===== config.mk =====
export PLATFORM = sky130hd
export DESIGN_NAME = twiddle_fetch_flat
export DESIGN_NICKNAME = d
export VERILOG_FILES = /design/src/rtl/fft_pkg.sv /design/src/rtl/twiddle_fetch_if.sv /design/src/rtl/tw_fifo2.sv /design/src/rtl/twiddle_fetch.sv /design/src/flat_wrapper.sv
export SDC_FILE = /design/constraint.sdc
export NUM_CORES = 1
export LEC_CHECK = 0
export CAP_MARGIN = 15
export CORE_ASPECT_RATIO = 0.75
export CORE_MARGIN = 4
export CORE_UTILIZATION = 30
export DETAILED_ROUTE_END_ITERATION = 6
export PLACE_DENSITY = 0.5
export SKIP_CTS_REPAIR_TIMING = 1
export SYNTH_ARGS = -nofsm -noshare
export SYNTH_HDL_FRONTEND = slang
export SYNTH_HIERARCHICAL = 1
export SYNTH_SLANG_ARGS = --single-unit
export TNS_END_PERCENT = 100

===== constraint.sdc =====
create_clock -name i_clk -period 12 [get_ports i_clk]
set_input_delay 2.4 -clock i_clk [delete_from_list [all_inputs] [get_ports i_clk]]
set_output_delay 2.4 -clock i_clk [all_outputs]
set_load 0.02 [all_outputs]

===== src/rtl/fft_pkg.sv =====
// Shared FFT constants, twiddle-fetch FSM states and FIFO entry layout.
package fft_pkg;
  localparam int DATA_W     = 16;
  localparam int ADDR_W     = 9;
  localparam int NUM_STAGES = 10;

  typedef enum logic [1:0] {
    IDLE,
    RUN,
    DRAIN,
    DONE
  } tf_state_e;

  typedef struct packed {
    logic [ADDR_W-1:0] j;
    logic [DATA_W-1:0] re;
    logic [DATA_W-1:0] im;
  } tw_entry_t;
endpackage


===== src/rtl/twiddle_fetch_if.sv =====
// Control, ROM and twiddle-stream signals of the twiddle fetcher.
interface twiddle_fetch_if;
  import fft_pkg::*;

  logic              i_start;
  logic [3:0]        i_stage;
  logic              o_busy;
  logic              o_done;
  logic              o_rom_rd_en;
  logic [ADDR_W-1:0] o_rom_rd_addr;
  logic [DATA_W-1:0] i_rom_re_data;
  logic [DATA_W-1:0] i_rom_im_data;
  logic              o_tw_valid;
  logic              i_tw_ready;
  logic [DATA_W-1:0] o_tw_re;
  logic [DATA_W-1:0] o_tw_im;
  logic [ADDR_W-1:0] o_bfly_idx;

  modport master (
    input  i_start, i_stage,
    input  i_rom_re_data, i_rom_im_data,
    input  i_tw_ready,
    output o_busy, o_done,
    output o_rom_rd_en, o_rom_rd_addr,
    output o_tw_valid, o_tw_re, o_tw_im,
    output o_bfly_idx
  );

  modport slave (
    output i_start, i_stage,
    output i_rom_re_data, i_rom_im_data,
    output i_tw_ready,
    input  o_busy, o_done,
    input  o_rom_rd_en, o_rom_rd_addr,
    input  o_tw_valid, o_tw_re, o_tw_im,
    input  o_bfly_idx
  );
endinterface


===== src/rtl/tw_fifo2.sv =====
// Two-entry FIFO of tagged twiddle pairs with occupancy count.
module tw_fifo2
  import fft_pkg::*;
(
  input  logic      i_clk,
  input  logic      i_rst,
  input  logic      push,
  input  tw_entry_t din,
  input  logic      pop,
  output tw_entry_t dout,
  output logic [1:0] count
);

  tw_entry_t mem [2];
  logic      wr_ptr;
  logic      rd_ptr;

  always_ff @(posedge i_clk) begin
    if (i_rst) begin
      wr_ptr <= 1'b0;
      rd_ptr <= 1'b0;
      count  <= 2'd0;
    end else begin
      if (push) begin
        mem[wr_ptr] <= din;
        wr_ptr      <= ~wr_ptr;
      end
      if (pop) rd_ptr <= ~rd_ptr;
      count <= count + {1'b0, push} - {1'b0, pop};
    end
  end

  assign dout = mem[rd_ptr];

endmodule


===== src/rtl/twiddle_fetch.sv =====
// Streams one FFT stage's twiddles from re/im ROMs through a
// 2-deep skid FIFO with valid/ready flow control.
module twiddle_fetch
  import fft_pkg::*;
(
  input  logic            i_clk,
  input  logic            i_rst,
  twiddle_fetch_if.master bus
);

  tf_state_e         state;
  tf_state_e         state_nxt;
  logic [3:0]        stage_q;
  logic [ADDR_W-1:0] rd_j;
  logic              inflight;
  logic [ADDR_W-1:0] inflight_j;
  logic [1:0]        count;
  logic [2:0]        occ;
  logic              tw_valid;
  logic              pop;
  logic              issue;
  logic              accept;
  logic [ADDR_W-1:0] mask;
  logic [3:0]        sh;
  logic [ADDR_W-1:0] addr;
  tw_entry_t         wr_entry;
  tw_entry_t         head;

  assign tw_valid = (count != 2'd0);
  assign pop      = tw_valid & bus.i_tw_ready;
  // Slots already claimed once this cycle's pop is taken into account.
  assign occ = {1'b0, count} + {2'b0, inflight} - {2'b0, pop};

  always_ff @(posedge i_clk) begin
    if (i_rst) state <= IDLE;
    else       state <= state_nxt;
  end

  always_comb begin
    state_nxt = state;
    issue     = 1'b0;
    accept    = 1'b0;
    unique case (state)
      IDLE: begin
        if (bus.i_start) begin
          accept    = 1'b1;
          state_nxt = RUN;
        end
      end
      RUN: begin
        if (!i_rst && occ < 3'd2) begin
          issue = 1'b1;
          if (rd_j == '1) state_nxt = DRAIN;
        end
      end
      DRAIN: begin
        if (occ == 3'd0) state_nxt = DONE;
      end
      DONE: state_nxt = IDLE;
      default: state_nxt = IDLE;
    endcase
  end

  // Address = (j mod 2^s) << (9 - s): mask low s bits, then shift.
  assign mask = ~({ADDR_W{1'b1}} << stage_q);
  assign sh   = 4'(ADDR_W) - stage_q;
  assign addr = (rd_j & mask) << sh;

  always_ff @(posedge i_clk) begin
    if (i_rst) begin
      stage_q    <= 4'd0;
      rd_j       <= '0;
      inflight   <= 1'b0;
      inflight_j <= '0;
    end else begin
      inflight <= issue;
      if (issue) begin
        inflight_j <= rd_j;
        rd_j       <= rd_j + 1'b1;
      end
      if (accept) begin
        rd_j    <= '0;
        stage_q <= (bus.i_stage > 4'(NUM_STAGES - 1))
                 ? 4'(NUM_STAGES - 1) : bus.i_stage;
      end
    end
  end

  assign wr_entry.j  = inflight_j;
  assign wr_entry.re = bus.i_rom_re_data;
  assign wr_entry.im = bus.i_rom_im_data;

  tw_fifo2 u_fifo (
    .i_clk (i_clk),
    .i_rst (i_rst),
    .push  (inflight),
    .din   (wr_entry),
    .pop   (pop),
    .dout  (head),
    .count (count)
  );

  assign bus.o_busy        = (state != IDLE);
  assign bus.o_done        = (state == DONE);
  assign bus.o_rom_rd_en   = issue;
  assign bus.o_rom_rd_addr = issue ? addr : '0;
  assign bus.o_tw_valid    = tw_valid;
  assign bus.o_tw_re       = head.re;
  assign bus.o_tw_im       = head.im;
  assign bus.o_bfly_idx    = head.j;

endmodule


===== src/flat_wrapper.sv =====
// flat-port wrapper written by rule: the top's interface ports become plain ports
module twiddle_fetch_flat import fft_pkg::*;
  (i_clk, i_rst, bus_i_start, bus_i_stage, bus_i_rom_re_data, bus_i_rom_im_data, bus_i_tw_ready, bus_o_busy, bus_o_done, bus_o_rom_rd_en, bus_o_rom_rd_addr, bus_o_tw_valid, bus_o_tw_re, bus_o_tw_im, bus_o_bfly_idx);
  twiddle_fetch_if bus_i ();
  input  logic i_clk;
  input  logic i_rst;
  input wire logic [$bits(bus_i.i_start)-1:0] bus_i_start;
  input wire logic [$bits(bus_i.i_stage)-1:0] bus_i_stage;
  input wire logic [$bits(bus_i.i_rom_re_data)-1:0] bus_i_rom_re_data;
  input wire logic [$bits(bus_i.i_rom_im_data)-1:0] bus_i_rom_im_data;
  input wire logic [$bits(bus_i.i_tw_ready)-1:0] bus_i_tw_ready;
  output wire logic [$bits(bus_i.o_busy)-1:0] bus_o_busy;
  output wire logic [$bits(bus_i.o_done)-1:0] bus_o_done;
  output wire logic [$bits(bus_i.o_rom_rd_en)-1:0] bus_o_rom_rd_en;
  output wire logic [$bits(bus_i.o_rom_rd_addr)-1:0] bus_o_rom_rd_addr;
  output wire logic [$bits(bus_i.o_tw_valid)-1:0] bus_o_tw_valid;
  output wire logic [$bits(bus_i.o_tw_re)-1:0] bus_o_tw_re;
  output wire logic [$bits(bus_i.o_tw_im)-1:0] bus_o_tw_im;
  output wire logic [$bits(bus_i.o_bfly_idx)-1:0] bus_o_bfly_idx;
  assign bus_i.i_start = bus_i_start;
  assign bus_i.i_stage = bus_i_stage;
  assign bus_i.i_rom_re_data = bus_i_rom_re_data;
  assign bus_i.i_rom_im_data = bus_i_rom_im_data;
  assign bus_i.i_tw_ready = bus_i_tw_ready;
  assign bus_o_busy = bus_i.o_busy;
  assign bus_o_done = bus_i.o_done;
  assign bus_o_rom_rd_en = bus_i.o_rom_rd_en;
  assign bus_o_rom_rd_addr = bus_i.o_rom_rd_addr;
  assign bus_o_tw_valid = bus_i.o_tw_valid;
  assign bus_o_tw_re = bus_i.o_tw_re;
  assign bus_o_tw_im = bus_i.o_tw_im;
  assign bus_o_bfly_idx = bus_i.o_bfly_idx;
  twiddle_fetch u_core (.i_clk(i_clk), .i_rst(i_rst), .bus(bus_i));
endmodule

Word-level counts from Yosys, hierarchy flattened

Memories as Yosys holds them, arrays and structs flattened. A register that Yosys moved wholly into a read port is not among the register bits.
Cells that the tools add are included.

Bitwise gates (word level): 5
Equality and inequality tests: 8
$add $sub $neg: 6
Reductions and logical operators: 8
Shifts and indexed selects: 2
Muxes and demuxes: 16
$lt $le $gt $ge: 2

Operators by type and width:

| cell                                                  | number |
|---|---|
| adder 9 x 1 -> 9 bit (second input constant)          | 1 |
| bitwise AND 9 bit                                     | 1 |
| == test 9 bit (second input constant)                 | 1 |
| two-way mux 1 bit                                     | 9 |
| two-way mux 9 bit                                     | 1 |
| NOT 9 bit                                             | 1 |
| << shifter 9 x 4 -> 9 bit                             | 1 |
| << shifter 9 x 4 -> 9 bit (first input constant)      | 1 |
| two-way mux 2 bit                                     | 4 |
| one-hot mux 2 bit (4 select lines)                    | 1 |
| != test 2 x 1 -> 1 bit (second input constant)        | 3 |
| == test 2 bit (second input constant)                 | 2 |
| greater-than comparator 4 bit (second input constant) | 1 |
| two-way mux 4 bit                                     | 1 |
| AND reduction 4 bit                                   | 1 |
| nonzero test 2 bit                                    | 2 |
| subtractor 4 bit (first input constant)               | 1 |
| adder 2 x 1 -> 3 bit                                  | 1 |
| zero test 3 bit                                       | 1 |
| < comparator 3 x 2 -> 1 bit (second input constant)   | 1 |
| subtractor 3 x 1 -> 3 bit                             | 1 |
| adder 2 x 1 -> 2 bit                                  | 1 |
| == test 2 x 1 -> 1 bit (second input constant)        | 1 |
| zero test 2 bit                                       | 1 |
| 7 further kinds                                       | 8 |

Word-level logic and storage cells: 56
Bits in registers: 29
Memory bits (writable): 82
Memories: 1
Input port bits: 40

Memories:

| name              | depth | bits a word | rd ports | clocked after Yosys merged registers in | wr ports | RTL line       | source |
|---|---|---|---|---|---|---|---|
| u_core.u_fifo.mem | 2     | 41          | 1        | 1                                       | 1        | tw_fifo2.sv:14 | `tw_entry_t mem [2];` |

Logic depth before layout (Yosys ltp)

Depth after elaboration: 8
Depth in mapped cells: 13

By module

Netlist, hierarchy kept.

Modules (own cells, without submodules):

| module        | cells an instance | area an instance (µm²) | instances | sequential area each (µm²) |
|---|---|---|---|---|
| tw_fifo2      | 147               | 3372.0                 | 1         | 2562.5 |
| twiddle_fetch | 205               | 1585.3                 | 1         | 500.5 |

Least setup slack after synthesis

OpenSTA, ideal clock, no wires.

Path type: input to output
Start: input port bus_i_tw_ready
End: output port bus_o_rom_rd_addr[0]
Cell stages on the path: 11
Setup slack: 4.924 ns
Data required time: 9.600 ns
Arrival: 4.676 ns
Buffers on the path: 0
Cells stage by stage: and2_1 > ha_1 > inv_1 > ha_1 > inv_1 > fa_1 > nor2b_2 > nand3_2 > inv_2 > nand2_1 > nor3b_1

Word-level cells in the longest chain between the ends: 7

Ends and longest elaborated chain:

| item                        | RTL line             | source |
|---|---|---|
| start: declaration          | flat_wrapper.sv:11   | `input wire logic [$bits(bus_i.i_tw_ready)-1:0] bus_i_tw_ready;` |
| bitwise AND 1 bit           | twiddle_fetch.sv:30  | `assign pop = tw_valid & bus.i_tw_ready;` |
| subtractor 3 x 1 -> 3 bit   | twiddle_fetch.sv:32  | `assign occ = {1'b0, count} + {2'b0, inflight} - {2'b0, pop};` |
| < comparator 3 x 2 -> 1 bit | twiddle_fetch.sv:51  | `if (!i_rst && occ < 3'd2) begin` |
| logical AND 1 bit           | twiddle_fetch.sv:51  |  |
| two-way mux 1 bit           | twiddle_fetch.sv:51  |  |
| two-way mux 1 bit           | twiddle_fetch.sv:43  | `unique case (state)` |
| two-way mux 9 bit           | twiddle_fetch.sv:106 | `assign bus.o_rom_rd_addr = issue ? addr : '0;` |
| end: declaration            | flat_wrapper.sv:15   | `output wire logic [$bits(bus_i.o_rom_rd_addr)-1:0] bus_o_rom_rd_addr;` |

No other way between the ends.

Worst setup path after layout

Start: input port bus_i_tw_ready
End: output port bus_o_rom_rd_addr[7]

Word-level cells in the longest chain between the ends: 7

Ends and longest elaborated chain:

| item                        | RTL line             | source |
|---|---|---|
| bitwise AND 1 bit           | twiddle_fetch.sv:30  |  |
| named net u_core.pop        | twiddle_fetch.sv:20  | `logic pop;` |
| subtractor 3 x 1 -> 3 bit   | twiddle_fetch.sv:32  |  |
| < comparator 3 x 2 -> 1 bit | twiddle_fetch.sv:51  |  |
| logical AND 1 bit           | twiddle_fetch.sv:51  |  |
| two-way mux 1 bit           | twiddle_fetch.sv:51  |  |
| two-way mux 1 bit           | twiddle_fetch.sv:43  |  |
| two-way mux 9 bit           | twiddle_fetch.sv:106 |  |

The timed path passes the listed nets, and every way through them passes these cells.

==> out/metrics.cfg <==
[run_status]
status = completed

[place]
dp_hpwl_um = 6660
pre_cts_ws_ps = 3580
place.gp.congestion = 0.818
dp_cells = 645
placed_area_um2 = 6060
io_buffers = 93

[finish]
nFillCells = 1564
fin_util_pct = 39.3
drive_gt1_share_pct = 15.1
final_area_um2 = 6330
final_cells = 661
fin_nets = 501
syn2layout_area_growth_pct = 27.7
antenna_cells = 0

[setup_path]
slowest_delay_ps = 660
path_class = in -> out
cp-startpoint = bus_i_tw_ready
worst-path-max-fanout = 16
critPathLaunchType = input pin
r2r-start = u_core/u_fifo/count[1]
critical_path.top_delay_family = buffers and inverters
reg2reg_slack_ps = 8870
cp_cell_sequence = clkdlybuf4s50_1 > and2_1 > ha_1 > inv_1 > ha_1 > inv_1 > fa_1 > nor2b_2 > nand3_2 > inv_2 > nand2_1 > a211oi_1 > clkdlybuf4s50_1
cp_data_required_time_ps = 9600
crit_buf_inv = 5
critPathCaptureType = output pin
cp_slowest_cell = clkdlybuf4s50_1
cp.arrival_ps = 5980

[die]
die_area_um2 = 18700
die_height_um = 119
die_w_um = 156
coreArea_um2 = 16100
io_pins = 94
rows = 40
start_util_pct = 30.8

[synth]
async_flop_share_pct = 0
ys_seq_elements = 112
synthFlopType = edfxtp_1
postSynthAreaPerCell_um2 = 14.1
synth_top_cells_by_count = edfxtp_1 (82), mux2_4 (40), nand2_1 (33)
synth_top_area_share_pct = 49.7
syn_inst = 352
ys.warnings.count = 6
synthesis.nets = 407
ys_types = 47
synth_edf_count = 82
synthTopCellsByArea = edfxtp_1 (50%), dfxtp_1 (12%), mux2_4 (12%)
syn-cell-area_um2 = 4960
yosys.area.top_type = edfxtp_1
synth-seq-area-share_pct = 61.8
synth.most_common_cell = edfxtp_1

[timing]
clock_skew_ps = 5.84
min_period_over_period_pct = 69.8
fmaxAchievable_ghz = 0.119
drv_slew = 0
slew_headroom_pct = 46.8
rsz0062_at_grt = false
fin_ws_ps = 3620
final.setup.tns_ps = 0
finalSetupViolCount = 0
period_minus_slack_ps = 8380
final_hold_viol_count = 0
worst_pin_slew_ps = 798

[power]
worst_ir_drop_vdd_v = 0.0000668
p_per_area_nw_per_um2 = 179
leakagePower_nw = 2.23

[job]
max-cap-violations = 0

[routing]
vias = 3003
dr.pass1.iters = 4
drt_iter0_drc = 92
wl_um = 9890
ant_nets = 0
drt-vias-per-instance = 4.54
drc_errors = 0
post_drt_wl_per_cell_um = 15.0

[grt]
grt_usage_pct = 10.2
antenna_found_initial = 0
grt_start_max_net_pins = 42
grt_overflow = 0
grt_pass1_vias = 2949
grt_pass1_wl_um = 14900

[hold_path]
min_path_type = reg -> reg
hp-start = u_core/inflight_j[4]

[clock_network]
htree_levels = 3
clk_latency_ps = 340
cts-root-buf = clkbuf_16
cts.sinks = 112
path_clk_slew_ps = 70
cts_tree = built
clock_path_buffers = 2
cts_buffers = 9

## logic make-up after synthesis
logic type / count (synthesis) / share of synthesized area, %
AO/OA/AOI/OAI: 48 / 5.73
flip-flops: 112 / 61.8
multiplexers: 46 / 13.4
AND/OR/NAND/NOR: 93 / 9.44
adder cells (fa/ha/maj): 15 / 3.94
XOR/XNOR: 8 / 1.84
buffers and inverters: 30 / 3.91
## worst register-to-register path, stage by stage (launching register included)
cell and delay (ps):
dfxtp_1 380, or2_2 310, and2_1 200, ha_1 280, inv_1 60, ha_1 130
inv_1 40, fa_1 490, nor2b_2 260, nand3_2 320, inv_2 340, xnor2_1 160
nor2_1 50
## registers in the layout, indices dropped and copies added (netlist names), named ones only
| name | cells |
|---|---|
| u_core/inflight | 1 |
| u_core/inflight_j | 9 |
| u_core/rd_j | 9 |
| u_core/stage_q | 4 |
| u_core/state | 2 |
| u_core/u_fifo/count | 2 |
| u_core/u_fifo/mem | 82 |
| u_core/u_fifo/rd_ptr | 1 |
| u_core/u_fifo/wr_ptr | 1 |
## through the flow
stage	hold WS [ps]	total power [W]
final	458	0.00113
after global routing	472	0.00119
after CTS	463	0.00115
after detailed placement	448	0.000875
after global placement	447	0.000870
after floorplan	425	0.000757
## power breakdown
part	switching [W]	internal (W)	total, W
logic	0.000197	0.000196	0.000393
registers	0.0000210	0.000445	0.000466
clock network	0.000132	0.000141	0.000272
## final timing paths
check                             end  cells past startpoint
min          u_core/u_fifo/mem[1][36]                      0
max reg2reg            u_core/rd_j[0]                     12
min reg2reg  u_core/u_fifo/mem[1][36]                      0
max              bus_o_rom_rd_addr[7]                     13
## cell usage in the layout (no fill, tap or decap), types with 3 or more instances in the layout
cell type,count
clkbuf_16,9
nor3b_1,3
or3_1,3
xor2_1,3
o21ai_0,12
dfxtp_1,29
and3_1,4
inv_1,15
nand3_1,4
xnor2_1,3
nor2_1,18
nand3b_1,8
buf_4,4
nand4_1,3
edfxtp_1,82
o22ai_1,3
a21oi_1,20
a211oi_1,3
mux2i_1,5
nand2b_1,7
ha_1,14
nand2_1,33
clkdlybuf4s50_1,93
mux2_4,40
o211ai_1,4
## per-layer routing
metal	vias up	part of all wire (%)	track usage (%)	wire length, µm
met4	0	1.0	2.76	100
met2	68	45	16.0	4470
met1	1464	48	13.5	4760
li1	1463	-	-	-
met3	8	5.6	3.38	558
met5	-	0	0	0
## cell type report
type / instances / area [µm²] / area share (%)
clock buffers: 9 / 225 / 3.56
clock inverters: 7 / 45.0 / 0.712
inverters: 16 / 60.1 / 0.949
multi-input cells: 210 / 1710 / 27.0
flip-flops and latches: 112 / 3060 / 48.4
well taps: 210 / 263 / 4.15
repair buffers: 97 / 961 / 15.2
Power figures use the tool's default switching activity.
